**config.mk**
```make
export PLATFORM = sky130hd
export DESIGN_NAME = msf_frame_sequencer
export DESIGN_NICKNAME = d
export VERILOG_FILES = /design/src/rtl/msf_pkg.sv /design/src/rtl/msf_parity_check.sv /design/src/rtl/msf_frame_sequencer.sv
export SDC_FILE = /design/constraint.sdc
export NUM_CORES = 1
export LEC_CHECK = 0
export ABC_AREA = 1
export BUFFER_PORTS_ARGS = -buffer_cell sky130_fd_sc_hd__buf_2
export CORE_MARGIN = 2
export CORE_UTILIZATION = 35
export CTS_CLUSTER_DIAMETER = 120
export DETAILED_ROUTE_END_ITERATION = 10
export PLACE_DENSITY = 0.59
export SYNTH_ARGS = -nofsm -noshare
export SYNTH_HDL_FRONTEND = slang
export SYNTH_SLANG_ARGS = --single-unit
```
**constraint.sdc**
```tcl
create_clock -name clk_i -period 3.12 [get_ports clk_i]
set_clock_uncertainty 0.2 [all_clocks]
set_input_delay 0.936 -clock clk_i [delete_from_list [all_inputs] [get_ports clk_i]]
set_output_delay 0.936 -clock clk_i [all_outputs]
set_load 0.03 [all_outputs]
```
**src/rtl/msf_pkg.sv**
```systemverilog
// Shared types and frame-layout constants for the MSF minute-frame sequencer.
package msf_pkg;

  typedef enum logic [1:0] {
    ST_HUNT    = 2'd0,
    ST_COLLECT = 2'd1,
    ST_CHECK   = 2'd2
  } state_e;

  // A-bit positions of the BCD fields; MSB is the first second transmitted
  localparam int unsigned YEAR_MSB  = 17;
  localparam int unsigned YEAR_LSB  = 24;
  localparam int unsigned MONTH_MSB = 25;
  localparam int unsigned MONTH_LSB = 29;
  localparam int unsigned DAY_MSB   = 30;
  localparam int unsigned DAY_LSB   = 35;
  localparam int unsigned DOW_MSB   = 36;
  localparam int unsigned DOW_LSB   = 38;
  localparam int unsigned HOUR_MSB  = 39;
  localparam int unsigned HOUR_LSB  = 44;
  localparam int unsigned MIN_MSB   = 45;
  localparam int unsigned MIN_LSB   = 51;

  // Odd-parity groups: A range plus the covering B bit
  localparam int unsigned PAR_YEAR_LO = 17;
  localparam int unsigned PAR_YEAR_HI = 24;
  localparam int unsigned PAR_YEAR_B  = 54;
  localparam int unsigned PAR_DATE_LO = 25;
  localparam int unsigned PAR_DATE_HI = 35;
  localparam int unsigned PAR_DATE_B  = 55;
  localparam int unsigned PAR_DOW_LO  = 36;
  localparam int unsigned PAR_DOW_HI  = 38;
  localparam int unsigned PAR_DOW_B   = 56;
  localparam int unsigned PAR_TIME_LO = 39;
  localparam int unsigned PAR_TIME_HI = 51;
  localparam int unsigned PAR_TIME_B  = 57;

  localparam int unsigned MARK_FIRST = 52;
  localparam int unsigned MARK_LAST  = 59;
  localparam logic [7:0]  MARKER_PATTERN = 8'h7E;

endpackage

```
**src/rtl/msf_parity_check.sv**
```systemverilog
// Combinational frame validation: four odd-parity groups and the A52..A59 marker.
module msf_parity_check
  import msf_pkg::*;
(
  input  logic [59:1] a_sr,
  input  logic [59:1] b_sr,
  output logic [3:0]  parity_ok,
  output logic        marker_ok
);

  logic [7:0] marker_bits;
  logic       unused_bits;

  assign parity_ok[0] = ^{a_sr[PAR_YEAR_HI:PAR_YEAR_LO], b_sr[PAR_YEAR_B]};
  assign parity_ok[1] = ^{a_sr[PAR_DATE_HI:PAR_DATE_LO], b_sr[PAR_DATE_B]};
  assign parity_ok[2] = ^{a_sr[PAR_DOW_HI:PAR_DOW_LO],   b_sr[PAR_DOW_B]};
  assign parity_ok[3] = ^{a_sr[PAR_TIME_HI:PAR_TIME_LO], b_sr[PAR_TIME_B]};

  // A52 lands in the MSB of the compared pattern
  assign marker_bits = {<<{a_sr[MARK_LAST:MARK_FIRST]}};
  assign marker_ok   = (marker_bits == MARKER_PATTERN);

  assign unused_bits = ^{a_sr[PAR_YEAR_LO-1:1], b_sr[PAR_YEAR_B-1:1], b_sr[59:PAR_TIME_B+1]};

endmodule

```
**src/rtl/msf_frame_sequencer.sv**
```systemverilog
// Assembles decoded MSF seconds into minute frames and publishes validated BCD time/date.
// Optional saturating frame-error counter when MSF_STATS_EN is defined.
module msf_frame_sequencer
  import msf_pkg::*;
#(
  parameter int unsigned FRAME_LEN = 60
`ifdef MSF_STATS_EN
  , parameter int unsigned ERR_CNT_W = 8
`endif
) (
  input  logic       clk_i,
  input  logic       rst_ni,
  input  logic       bits_valid_i,
  input  logic       bits_is_second_00_i,
  input  logic [1:0] bits_data_i,
  output logic [5:0] second_o,
  output logic       locked_o,
  output logic       time_valid_o,
  output logic [7:0] year_o,
  output logic [4:0] month_o,
  output logic [5:0] day_o,
  output logic [2:0] dow_o,
  output logic [5:0] hour_o,
  output logic [6:0] minute_o,
  output logic       frame_err_o
`ifdef MSF_STATS_EN
  , output logic [ERR_CNT_W-1:0] err_count_o
`endif
);

  localparam logic [5:0] LAST_SEC = 6'(FRAME_LEN - 1);

  state_e      state;
  logic [59:1] a_sr;
  logic [59:1] b_sr;
  logic [3:0]  parity_ok;
  logic        marker_ok;
  logic        frame_ok;
  logic [5:0]  wr_idx;

  logic [7:0]  year_c;
  logic [4:0]  month_c;
  logic [5:0]  day_c;
  logic [2:0]  dow_c;
  logic [5:0]  hour_c;
  logic [6:0]  minute_c;

  msf_parity_check u_parity (
    .a_sr      (a_sr),
    .b_sr      (b_sr),
    .parity_ok (parity_ok),
    .marker_ok (marker_ok)
  );

  assign frame_ok = marker_ok & (&parity_ok);
  assign wr_idx   = second_o + 6'd1;

  // Bit-reverse each slice so the earliest-transmitted second becomes the field MSB
  assign year_c   = {<<{a_sr[YEAR_LSB:YEAR_MSB]}};
  assign month_c  = {<<{a_sr[MONTH_LSB:MONTH_MSB]}};
  assign day_c    = {<<{a_sr[DAY_LSB:DAY_MSB]}};
  assign dow_c    = {<<{a_sr[DOW_LSB:DOW_MSB]}};
  assign hour_c   = {<<{a_sr[HOUR_LSB:HOUR_MSB]}};
  assign minute_c = {<<{a_sr[MIN_LSB:MIN_MSB]}};

  always_ff @(posedge clk_i or negedge rst_ni) begin
    if (!rst_ni) begin
      state        <= ST_HUNT;
      second_o     <= 6'd0;
      locked_o     <= 1'b0;
      time_valid_o <= 1'b0;
      frame_err_o  <= 1'b0;
      year_o       <= 8'd0;
      month_o      <= 5'd0;
      day_o        <= 6'd0;
      dow_o        <= 3'd0;
      hour_o       <= 6'd0;
      minute_o     <= 7'd0;
      a_sr         <= '0;
      b_sr         <= '0;
    end else begin
      time_valid_o <= 1'b0;
      frame_err_o  <= 1'b0;
      case (state)
        ST_HUNT: begin
          if (bits_valid_i && bits_is_second_00_i) begin
            state    <= ST_COLLECT;
            second_o <= 6'd0;
            locked_o <= 1'b1;
          end
        end
        ST_COLLECT: begin
          if (bits_valid_i) begin
            if (bits_is_second_00_i) begin
              if (second_o == LAST_SEC) begin
                state <= ST_CHECK;
              end else begin
                // Early marker: drop the partial frame, the marker opens a new one
                frame_err_o <= 1'b1;
                second_o    <= 6'd0;
              end
            end else if (second_o == LAST_SEC) begin
              // Overlong minute (missing marker or leap second)
              frame_err_o <= 1'b1;
              second_o    <= 6'd0;
              locked_o    <= 1'b0;
              state       <= ST_HUNT;
            end else begin
              second_o     <= wr_idx;
              a_sr[wr_idx] <= bits_data_i[1];
              b_sr[wr_idx] <= bits_data_i[0];
            end
          end
        end
        ST_CHECK: begin
          state    <= ST_COLLECT;
          second_o <= 6'd0;
          if (frame_ok) begin
            time_valid_o <= 1'b1;
            year_o       <= year_c;
            month_o      <= month_c;
            day_o        <= day_c;
            dow_o        <= dow_c;
            hour_o       <= hour_c;
            minute_o     <= minute_c;
          end else begin
            frame_err_o <= 1'b1;
          end
        end
        default: begin
          state    <= ST_HUNT;
          second_o <= 6'd0;
          locked_o <= 1'b0;
        end
      endcase
    end
  end

`ifdef MSF_STATS_EN
  // Counts frame_err_o pulses, sticking at all-ones
  always_ff @(posedge clk_i or negedge rst_ni) begin
    if (!rst_ni) begin
      err_count_o <= '0;
    end else if (frame_err_o && (err_count_o != {ERR_CNT_W{1'b1}})) begin
      err_count_o <= err_count_o + ERR_CNT_W'(1);
    end
  end
`endif

endmodule

```
==> results of run 1 <==
## worst paths after layout
| check | start | to | slack (ns) |
|---|---|---|---|
| setup / recovery | second_o[0] | a_sr[35] | 0.57 |
| hold / removal | year_o[5] | year_o[5] | 0.28 |
| setup reg to reg | second_o[0] | a_sr[35] | 0.57 |
| hold reg to reg | year_o[5] | year_o[5] | 0.28 |
| max in group asynchronous | rst_ni | a_sr[37] | 1.73 |
| min in group asynchronous | rst_ni | a_sr[33] | 0.35 |
## sequential cells by signal, summed over array words and instances, names as in the netlist
name / cells
year_o: 8
locked_o: 1
frame_err_o: 1
second_o: 6
b_sr: 4
day_o: 6
a_sr: 43
month_o: 5
minute_o: 7
state: 2
time_valid_o: 1
hour_o: 6
dow_o: 3
## layout make-up
class | instances | area (um2) | area share, %
flip-flops and latches | 93 | 2330 | 40.7
clock inverters | 4 | 47.5 | 0.832
clock buffers | 12 | 246 | 4.31
inverters | 82 | 309 | 5.41
multi-input cells | 444 | 2210 | 38.7
well taps | 180 | 225 | 3.94
repair buffers | 59 | 348 | 6.09
## synth_stat cells (2+ instances only)
master	instances	share of area (%)
sky130_fd_sc_hd__buf_6	6	1.4
sky130_fd_sc_hd__clkbuf_1	4	0.30
sky130_fd_sc_hd__dfrtp_1	93	47
sky130_fd_sc_hd__ha_1	7	1.8
sky130_fd_sc_hd__inv_1	66	5.0
sky130_fd_sc_hd__inv_2	15	1.1
sky130_fd_sc_hd__nand2_1	259	20
sky130_fd_sc_hd__nand2_2	32	4.1
sky130_fd_sc_hd__nand3_1	11	1.1
sky130_fd_sc_hd__nand4_1	3	0.38
sky130_fd_sc_hd__nor2_1	19	1.4
sky130_fd_sc_hd__nor2_4	7	1.6
sky130_fd_sc_hd__nor3_1	2	0.20
sky130_fd_sc_hd__o21ai_0	20	2.0
sky130_fd_sc_hd__o21ai_1	34	3.5
sky130_fd_sc_hd__o21ai_2	27	4.8
sky130_fd_sc_hd__o22ai_1	2	0.25
sky130_fd_sc_hd__xnor2_1	6	1.1
sky130_fd_sc_hd__xor2_1	5	0.89
sky130_fd_sc_hd__xor2_2	2	0.66
## power by group
| part | internal (mW) | total [mW] | switching, mW | leakage (nW) |
|---|---|---|---|---|
| Clock | 0.641 | 1.09 | 0.454 | 0.143 |
| Sequential | 1.23 | 1.26 | 0.0253 | 1.19 |
| Combinational | 0.0875 | 0.306 | 0.218 | 1.55 |
## worst max-delay path: stages, from the launching register on
cell and delay [ns]:
sky130_fd_sc_hd__dfrtp_1 0.46, sky130_fd_sc_hd__ha_1 0.27, sky130_fd_sc_hd__nand3_1 0.16, sky130_fd_sc_hd__ha_1 0.16
sky130_fd_sc_hd__and3_1 0.17, sky130_fd_sc_hd__nand2_1 0.11, sky130_fd_sc_hd__nor2_1 0.51, sky130_fd_sc_hd__nand2_1 0.18
sky130_fd_sc_hd__o21ai_1 0.15, sky130_fd_sc_hd__inv_1 0.05
## cells in the final DEF, fill, tap and decap left out, types with 2 or more instances in the layout
cell type and instances:
sky130_fd_sc_hd__nor2_1 19, sky130_fd_sc_hd__nand4_1 3, sky130_fd_sc_hd__nand2_1 259, sky130_fd_sc_hd__o22ai_1 2, sky130_fd_sc_hd__xnor2_1 6, sky130_fd_sc_hd__clkbuf_16 9
sky130_fd_sc_hd__nand2_2 32, sky130_fd_sc_hd__ha_1 7, sky130_fd_sc_hd__xor2_1 5, sky130_fd_sc_hd__o21ai_2 27, sky130_fd_sc_hd__clkbuf_1 2, sky130_fd_sc_hd__buf_2 48
sky130_fd_sc_hd__xor2_2 2, sky130_fd_sc_hd__o21ai_0 20, sky130_fd_sc_hd__buf_4 9, sky130_fd_sc_hd__inv_1 66, sky130_fd_sc_hd__inv_2 15, sky130_fd_sc_hd__clkinv_2 3
sky130_fd_sc_hd__dfrtp_1 93, sky130_fd_sc_hd__buf_12 2, sky130_fd_sc_hd__nand3_1 11, sky130_fd_sc_hd__nor2_4 7, sky130_fd_sc_hd__o21ai_1 34, sky130_fd_sc_hd__nor3_1 2
## logic make-up after synthesis
group	Yosys count	share of synthesized area (%)
XOR/XNOR	13	2.61
buffers and inverters	92	7.94
adder cells (fa/ha/maj)	7	1.78
flip-flops	93	47.2
AO/OA/AOI/OAI	88	11.2
AND/OR/NAND/NOR	336	29.2
## through the flow
stage | hold slack, ns | util (%) | std cells
2_1_floorplan | 0.259 | - | 629
3_3_place_gp | 0.261 | 39.2 | 858
3_5_place_dp | 0.264 | 39.2 | 858
4_1_cts | 0.280 | 41.3 | 874
5_1_grt | 0.309 | 41.3 | 874
6_report | 0.276 | 41.3 | 874
## routing by layer
layer,part of all wire [%],GRT usage [%],vias up
li1,-,-,2063
met1,47,20.9,1882
met2,48,26.1,79
met3,4.3,2.51,6
met4,0.88,5.32,0
met5,0,0,-
==> impl_metrics.ini, run 1 <==
[grt]
grt_pass1_wl_um = 18400
grt_start_max_net_pins = 49
grt_antenna_before_repair = 0
globalRouteOverflowTotal = 0
grt_pass1_vias = 3834
groute.usage.overall_pct = 15.7

[sta]
final-max-slew-violation-count = 0
final.setup.tns_ns = 0
hold_viol = 0
worst_setup_margin_ns = 0.575
fmax_ghz = 0.393
grt_setup_unrepaired = no
time_the_worst_path_needs_with_i_o_delays_and_setup_ns = 2.55
number_of_setup_violations_in_the_final_report = 0
worst_pin_slew_ns = 0.620
relSlewSlack_pct = 58.5
fin_crit_sh_pct = 81.6

[drt]
routed_wl_um = 11100
drtPass1Iterations = 4
postRouteAntennaNets = 0
detail_route.drc_violations = 0
routed_via_density = 4.61
dr_total_vias = 4030
drt-wirelength-per-cell_um = 12.7
dr.first_iter.drc_count = 325

[final_layout]
final_net_count = 702
flow.area_growth_from_synthesis_pct = 15.9
layout.cell_area.non_filler_mm2 = 0.00571
diodes = 0
layout.filler_cells = 1403
layout-drive-gt1-share_pct = 22.9

[clock_tree]
tritoncts_num_sinks = 93
cts.repair.resized = 0
path_clk_slew_ns = 0.06
clock_buffer_depth = 2
cts_hold_buf = 0
cts_htree_levels = 3
clock_tree_from_tritoncts = yes
clkLatencyLatePin_ns = 0.34
cts_buffers = 9
post_cts.repair.setup_buffers = 0
clockRootBuffer = sky130_fd_sc_hd__clkbuf_16

[run]
maxCapViolCount = 0

[placement]
gpl.final_weighted_congestion = 0.810
place_area_mm2 = 0.00542
port_buffers = 49
post-place-ws_ns = 0.360
post-dp-hpwl_um = 8380

[run_status]
outcome = complete, no violations

[power]
vdd_drop_max_mv = 0.266
power.density_cell_area_mw_per_mm2 = 466
power_leakage_nw = 2.88
totalPowerFinal_mw = 2.66

[critical_path]
length_in_cells_of_the_worst_reg_to_reg_path = 9
arrival_ns = 2.58
max_fanout_on_critical_path = 7
endpoint_kind = register
path_class = register to register
critPathRequiredTime_ns = 3.15
cp-start-kind = register

[synthesis]
post_synth_inst_count = 629
synth_edf_count = 0
ys_seq_area_share_pct = 47.2
syn_nets = 642
yosys_warnings = 0
synth_area_mm2 = 0.00493
async_flop_share_pct = 100
ys.flop_type = sky130_fd_sc_hd__dfrtp_1
synth_seq_cells = 93
synthesis.area_per_instance_um2 = 7.84
netlist-cell-type-count = 29

[die]
dieArea_mm2 = 0.0151
io-pin-count = 50
die_x_extent_um = 123
num_rows = 43
die_height_um = 123
core_mm2 = 0.0138
start_util_pct = 35.7

[worst_hold_path]
hold_path_cell_cnt = 2
hold_path_class = register to register
Power figures use the tool's default switching activity.
==> run 2: changes to the inputs <==
--- a/config.mk
+++ b/config.mk
@@ -11,7 +11,7 @@
 export CORE_UTILIZATION = 35
 export CTS_CLUSTER_DIAMETER = 120
 export DETAILED_ROUTE_END_ITERATION = 10
-export PLACE_DENSITY = 0.59
+export PLACE_DENSITY = 0.61
 export SYNTH_ARGS = -nofsm -noshare
 export SYNTH_HDL_FRONTEND = slang
 export SYNTH_SLANG_ARGS = --single-unit
==> constraint.sdc (replaced) <==
create_clock -name clk_i -period 2.1 [get_ports clk_i]
set_clock_uncertainty 0.2 [all_clocks]
set_input_delay 0.63 -clock clk_i [delete_from_list [all_inputs] [get_ports clk_i]]
set_output_delay 0.63 -clock clk_i [all_outputs]
set_load 0.03 [all_outputs]
==> impl_metrics.ini, run 2 (same netlist as run 1, synthesis figures left out) <==
[critical_path]
slowest_stage = sky130_fd_sc_hd__dfrtp_1
path_cells = nor3_2, nand3_2, ha_2, and3_4, nand2_4, nor2_1, buf_4, nand2_2, nand2_1, o21ai_1, inv_1
path_class = register to register
arrival_ns = 2.10
cp_num_buf_inv = 2
max_fanout_on_critical_path = 5
r2r-end = a_sr[45]
length_in_cells_of_the_worst_reg_to_reg_path = 11
critical_path.top_delay_family = simple AND/OR/NAND/NOR gates
max_stage_delay_ns = 0.41
endpoint_kind = register
ff2ff_setup_slack_ns = 0.03
critical_path.reg2reg.startpoint = second_o[2]
critPathRequiredTime_ns = 2.13
cp-start-kind = register

[placement]
place.detailed.instances = 875
gpl.final_weighted_congestion = 0.940
post-place-ws_ns = -0.107
port_buffers = 49
post-dp-hpwl_um = 8600
place_area_mm2 = 0.00557

[sta]
worst_pin_slew_ns = 0.400
grt_setup_unrepaired = yes
relSlewSlack_pct = 73.3
final-max-slew-violation-count = 0
fmax_ghz = 0.483
time_the_worst_path_needs_with_i_o_delays_and_setup_ns = 2.07
worst_setup_margin_ns = 0.0276
holdWs_ns = 0.279
hold_viol = 0
number_of_setup_violations_in_the_final_report = 0
final.setup.tns_ns = 0
fin_crit_sh_pct = 98.7

[final_layout]
top_register = a_sr
layout.cells.most_common = sky130_fd_sc_hd__nand2_1
largest_register_ff_count = 43
diodes = 0
flow.area_growth_from_synthesis_pct = 36.3
stdcell_count = 932
layout-drive-gt1-share_pct = 41.4
final_net_count = 760
largest_registers = a_sr (43), year_o (8), minute_o (7)
layout.cell_area.non_filler_mm2 = 0.00672
most-common-layout-cells = 203 x sky130_fd_sc_hd__nand2_1, 90 x sky130_fd_sc_hd__dfrtp_1, 75 x sky130_fd_sc_hd__nand2_2

[die]
core_mm2 = 0.0138
die_height_um = 123
dieArea_mm2 = 0.0151
start_util_pct = 35.7
die_x_extent_um = 123
num_rows = 43
io-pin-count = 50

[drt]
drtPass1Iterations = 5
routed_via_density = 4.74
dr_total_vias = 4419
postRouteAntennaNets = 0
dr.first_iter.drc_count = 304
drt-wirelength-per-cell_um = 13.8
detail_route.drc_violations = 0
routed_wl_um = 12800

[clock_tree]
clkLatencyLatePin_ns = 0.34
tritoncts_num_sinks = 93
path_clk_slew_ns = 0.07
clock_buffer_depth = 2
cts_htree_levels = 3
clockRootBuffer = sky130_fd_sc_hd__clkbuf_16
clock_tree_from_tritoncts = yes
cts_buffers = 9

[grt]
grtUsageMet1_pct = 21.7
grt_most_used_layer = met2
grt_antenna_before_repair = 0
grt_pass1_vias = 3959
grt_start_max_net_pins = 51
grt_util_met3_pct = 3.35
grt_pass1_wl_um = 18900
globalRouteOverflowTotal = 0
met2_demand_to_capacity_share_in_global_routing_pct = 25.3
groute.usage.overall_pct = 16.2

[power]
vdd_drop_max_mv = 0.422
power_leakage_nw = 3.32
power.density_cell_area_mw_per_mm2 = 650

[worst_hold_path]
hold_path_cell_cnt = 2
hold_path_class = register to register
whs_endpoint = year_o[6]
worstHoldStart = year_o[6]

[run_status]
outcome = complete, no violations

[run]
maxCapViolCount = 0
## run 2: cell count changes in the layout (fill, tap and decap cells not counted), moves of 9 or more
cell and change:
sky130_fd_sc_hd__inv_2 +12, sky130_fd_sc_hd__buf_4 +41, sky130_fd_sc_hd__nand2_1 -56, sky130_fd_sc_hd__nand2_2 +43
sky130_fd_sc_hd__inv_1 -12, sky130_fd_sc_hd__nand2_4 +13, sky130_fd_sc_hd__o21ai_0 -9
## run 2: power breakdown
part | switching [mW] | internal, mW | total, mW
sequential | 0.0343 | 1.84 | 1.87
clock | 0.684 | 1.17 | 1.86
combinational | 0.417 | 0.228 | 0.644
total | 1.13 | 3.24 | 4.37
## run 2: tightest hold or removal path, stage by stage (launching register included)
cell and delay (ns):
sky130_fd_sc_hd__dfrtp_1 0.34, sky130_fd_sc_hd__nand2_1 0.05, sky130_fd_sc_hd__nand2_1 0.05
## run 2: layout make-up
| cell class | count | area [um2] |
|---|---|---|
| fill | 1283 | 7110 |
| multi-input combinational | 445 | 2580 |
| sequential | 93 | 2330 |
| timing repair buffer | 116 | 926 |
| inverter | 82 | 310 |
| clock buffer | 13 | 280 |
| tap | 180 | 225 |
| clock inverter | 3 | 65.1 |
## run 2: timing repair
| item | in CTS | in global routing |
|---|---|---|
| hold buffers | 1 | 0 |
| pin swaps | 0 | 41 |
| hold endpoints to repair | 22 | 0 |
| cloned | 0 | 8 |
| gates resized for setup | 2 | 126 |
| setup buffers | 0 | 32 |
| endpoints found under the setup margin | 6 | 88 |
## run 2: routing by layer
layer  routed length, um  part of all wire (%)
met2                6290                    49
met4                 320                   2.5
met1                5740                    45
met5                   0                     0
met3                 494                   3.8
## run 2: per-stage QoR
step                      utilization [%]  total power, mW
after floorplan                         -             2.21
after global placement               40.3             2.41
after detailed placement             40.3             2.42
after CTS                            42.9             4.30
after global routing                 48.6             4.56
final                                48.6             4.37
## run 2: worst max-delay path by stage
stage | start | to | slack, ns | cells past startpoint
floorplan | second_o[0] | a_sr[29] | 0.005 | 9
global placement | bits_is_second_00_i | a_sr[26] | -0.07 | 9
detailed placement | bits_is_second_00_i | a_sr[26] | -0.11 | 9
CTS | second_o[0] | b_sr[56] | -0.01 | 9
global route | a_sr[44] | year_o[0] | -0.08 | 15
finish | second_o[2] | a_sr[45] | 0.03 | 11
==> run 3: changes to the inputs <==
--- a/config.mk
+++ b/config.mk
@@ -7,6 +7,7 @@
 export LEC_CHECK = 0
 export ABC_AREA = 1
 export BUFFER_PORTS_ARGS = -buffer_cell sky130_fd_sc_hd__buf_2
+export CORE_ASPECT_RATIO = 1.5
 export CORE_MARGIN = 2
 export CORE_UTILIZATION = 35
 export CTS_CLUSTER_DIAMETER = 120
==> impl_metrics.ini, run 3 (same netlist as run 1, synthesis figures left out) <==
[die]
start_util_pct = 35.4
io-pin-count = 50
die_height_um = 149
core_mm2 = 0.0139
num_rows = 53
dieArea_mm2 = 0.0151
die_x_extent_um = 101

[critical_path]
setup.worst_path.start = second_o[0]
max_stage_delay_ns = 0.37
arrival_ns = 2.15
path_class = register to register
cp-start-kind = register
path_cells = ha_2, buf_4, nand3_2, xor2_4, inv_2, nand2_2, nor2_4, buf_12, nand2_4, o21ai_2, inv_1
slowest_stage = sky130_fd_sc_hd__dfrtp_2
endpoint_kind = register
critPathRequiredTime_ns = 2.13
critical_path.reg2reg.startpoint = second_o[0]
max_fanout_on_critical_path = 6

[power]
power_leakage_nw = 3.41
totalPowerFinal_mw = 4.16
power.density_cell_area_mw_per_mm2 = 608
vdd_drop_max_mv = 0.356

[final_layout]
final_net_count = 763
diodes = 0
layout.filler_cells = 1336
largest_register_ff_count = 43
layout-drive-gt1-share_pct = 43.2
flow.area_growth_from_synthesis_pct = 39.0
layout.cells.most_common = sky130_fd_sc_hd__nand2_1
regArea_mm2 = 0.00234
multi_input_area_mm2 = 0.00271
top_register = a_sr
most-common-layout-cells = 203 x sky130_fd_sc_hd__nand2_1, 86 x sky130_fd_sc_hd__dfrtp_1, 60 x sky130_fd_sc_hd__nand2_2
stdcell_count = 920
layout.cell_area.non_filler_mm2 = 0.00685
largest_registers = a_sr (43), year_o (8), minute_o (7)

[drt]
dr.first_iter.drc_count = 145
detail_route.drc_violations = 0
drt-wirelength-per-cell_um = 14.2
routed_wl_um = 13000
drtPass1Iterations = 4
dr_total_vias = 4385
postRouteAntennaNets = 0
routed_via_density = 4.77

[run]
maxCapViolCount = 0

[placement]
place_area_mm2 = 0.00560
gpl.final_weighted_congestion = 0.813
post-dp-hpwl_um = 8710
place.detailed.instances = 865
port_buffers = 49

[clock_tree]
clock_buffer_depth = 2
cts_buffers = 9
tritoncts_num_sinks = 93
cts_htree_levels = 3
path_clk_slew_ns = 0.06
clkLatencyLatePin_ns = 0.34
clockRootBuffer = sky130_fd_sc_hd__clkbuf_16
clock_tree_from_tritoncts = yes

[worst_hold_path]
hold_path_class = register to register
worstHoldStart = hour_o[4]

[sta]
worst_setup_margin_ns = -0.0139
fin_crit_sh_pct = 101
time_the_worst_path_needs_with_i_o_delays_and_setup_ns = 2.11
fmax_ghz = 0.473
final-max-slew-violation-count = 0
final.setup.tns_ns = -0.0354
worst_pin_slew_ns = 0.384
hold_viol = 0
number_of_setup_violations_in_the_final_report = 7
relSlewSlack_pct = 74.3
grt_setup_unrepaired = yes

[grt]
globalRouteOverflowTotal = 0
grt_pass1_vias = 4112
grt_antenna_before_repair = 0
groute.usage.overall_pct = 16.1
grt_start_max_net_pins = 60
grt_pass1_wl_um = 19200

[run_status]
outcome = finished, violations left
failing_checks = negative setup slack
-- run 3: final cells by class --
class                   instances  area share [%]
flip-flops and latches         93            34.1
clock inverters                 6           0.913
clock buffers                  10            3.49
well taps                     165            3.01
repair buffers                119            14.5
multi-input cells             445            39.5
inverters                      82            4.51
-- run 3: repair_timing --
action                                 CTS  global route
cloned                                   0             9
endpoints found under the hold margin    2             0
pin swaps                                1            33
hold buffers                             1             0
setup buffers                            0            29
resized for setup                       15           143
setup endpoints to repair               65            89
-- run 3: report_power, final --
group          switching, mW  internal [mW]  leakage [nW]
combinational          0.423          0.229          2.09
sequential            0.0303           1.84          1.18
clock                  0.694          0.951         0.140
-- run 3: final timing paths --
kind,slack [ns],cells past startpoint,endpoint
min,0.29,2,hour_o[4]
max,-0.01,11,a_sr[29]
min reg2reg,0.29,2,hour_o[4]
max in group asynchronous,0.75,3,a_sr[52]
max reg2reg,-0.01,11,a_sr[29]
min in group asynchronous,0.43,2,minute_o[5]
-- run 3: layer usage --
metal / wire [um] / GRT usage (%) / part of all wire, %
met1: 5180 / 19.1 / 40
met2: 7110 / 27.8 / 55
met3: 290 / 2.34 / 2.2
met4: 444 / 8.92 / 3.4
met5: 0 / 0 / 0
-- run 3: worst max-delay path: cells and delay by family, from the launching register on --
kind | cells | cell delay, ns
adders and majority gates | 1 | 0.21
AOI/OAI and AO/OA | 1 | 0.13
xor gates and xnor gates | 1 | 0.19
DFF | 1 | 0.37
and+or+nand+nor | 4 | 0.46
buffers and inverters | 4 | 0.46
-- run 3: metrics by stage --
stage | setup WS [ns] | hold slack [ns] | util, %
4_1_cts | -0.0611 | 0.282 | 42.9
3_5_place_dp | -0.175 | 0.241 | 40.2
5_1_grt | -0.118 | 0.306 | 49.2
6_report | -0.0139 | 0.287 | 49.2
3_3_place_gp | -0.144 | 0.241 | 40.2
2_1_floorplan | 0.00520 | 0.134 | -
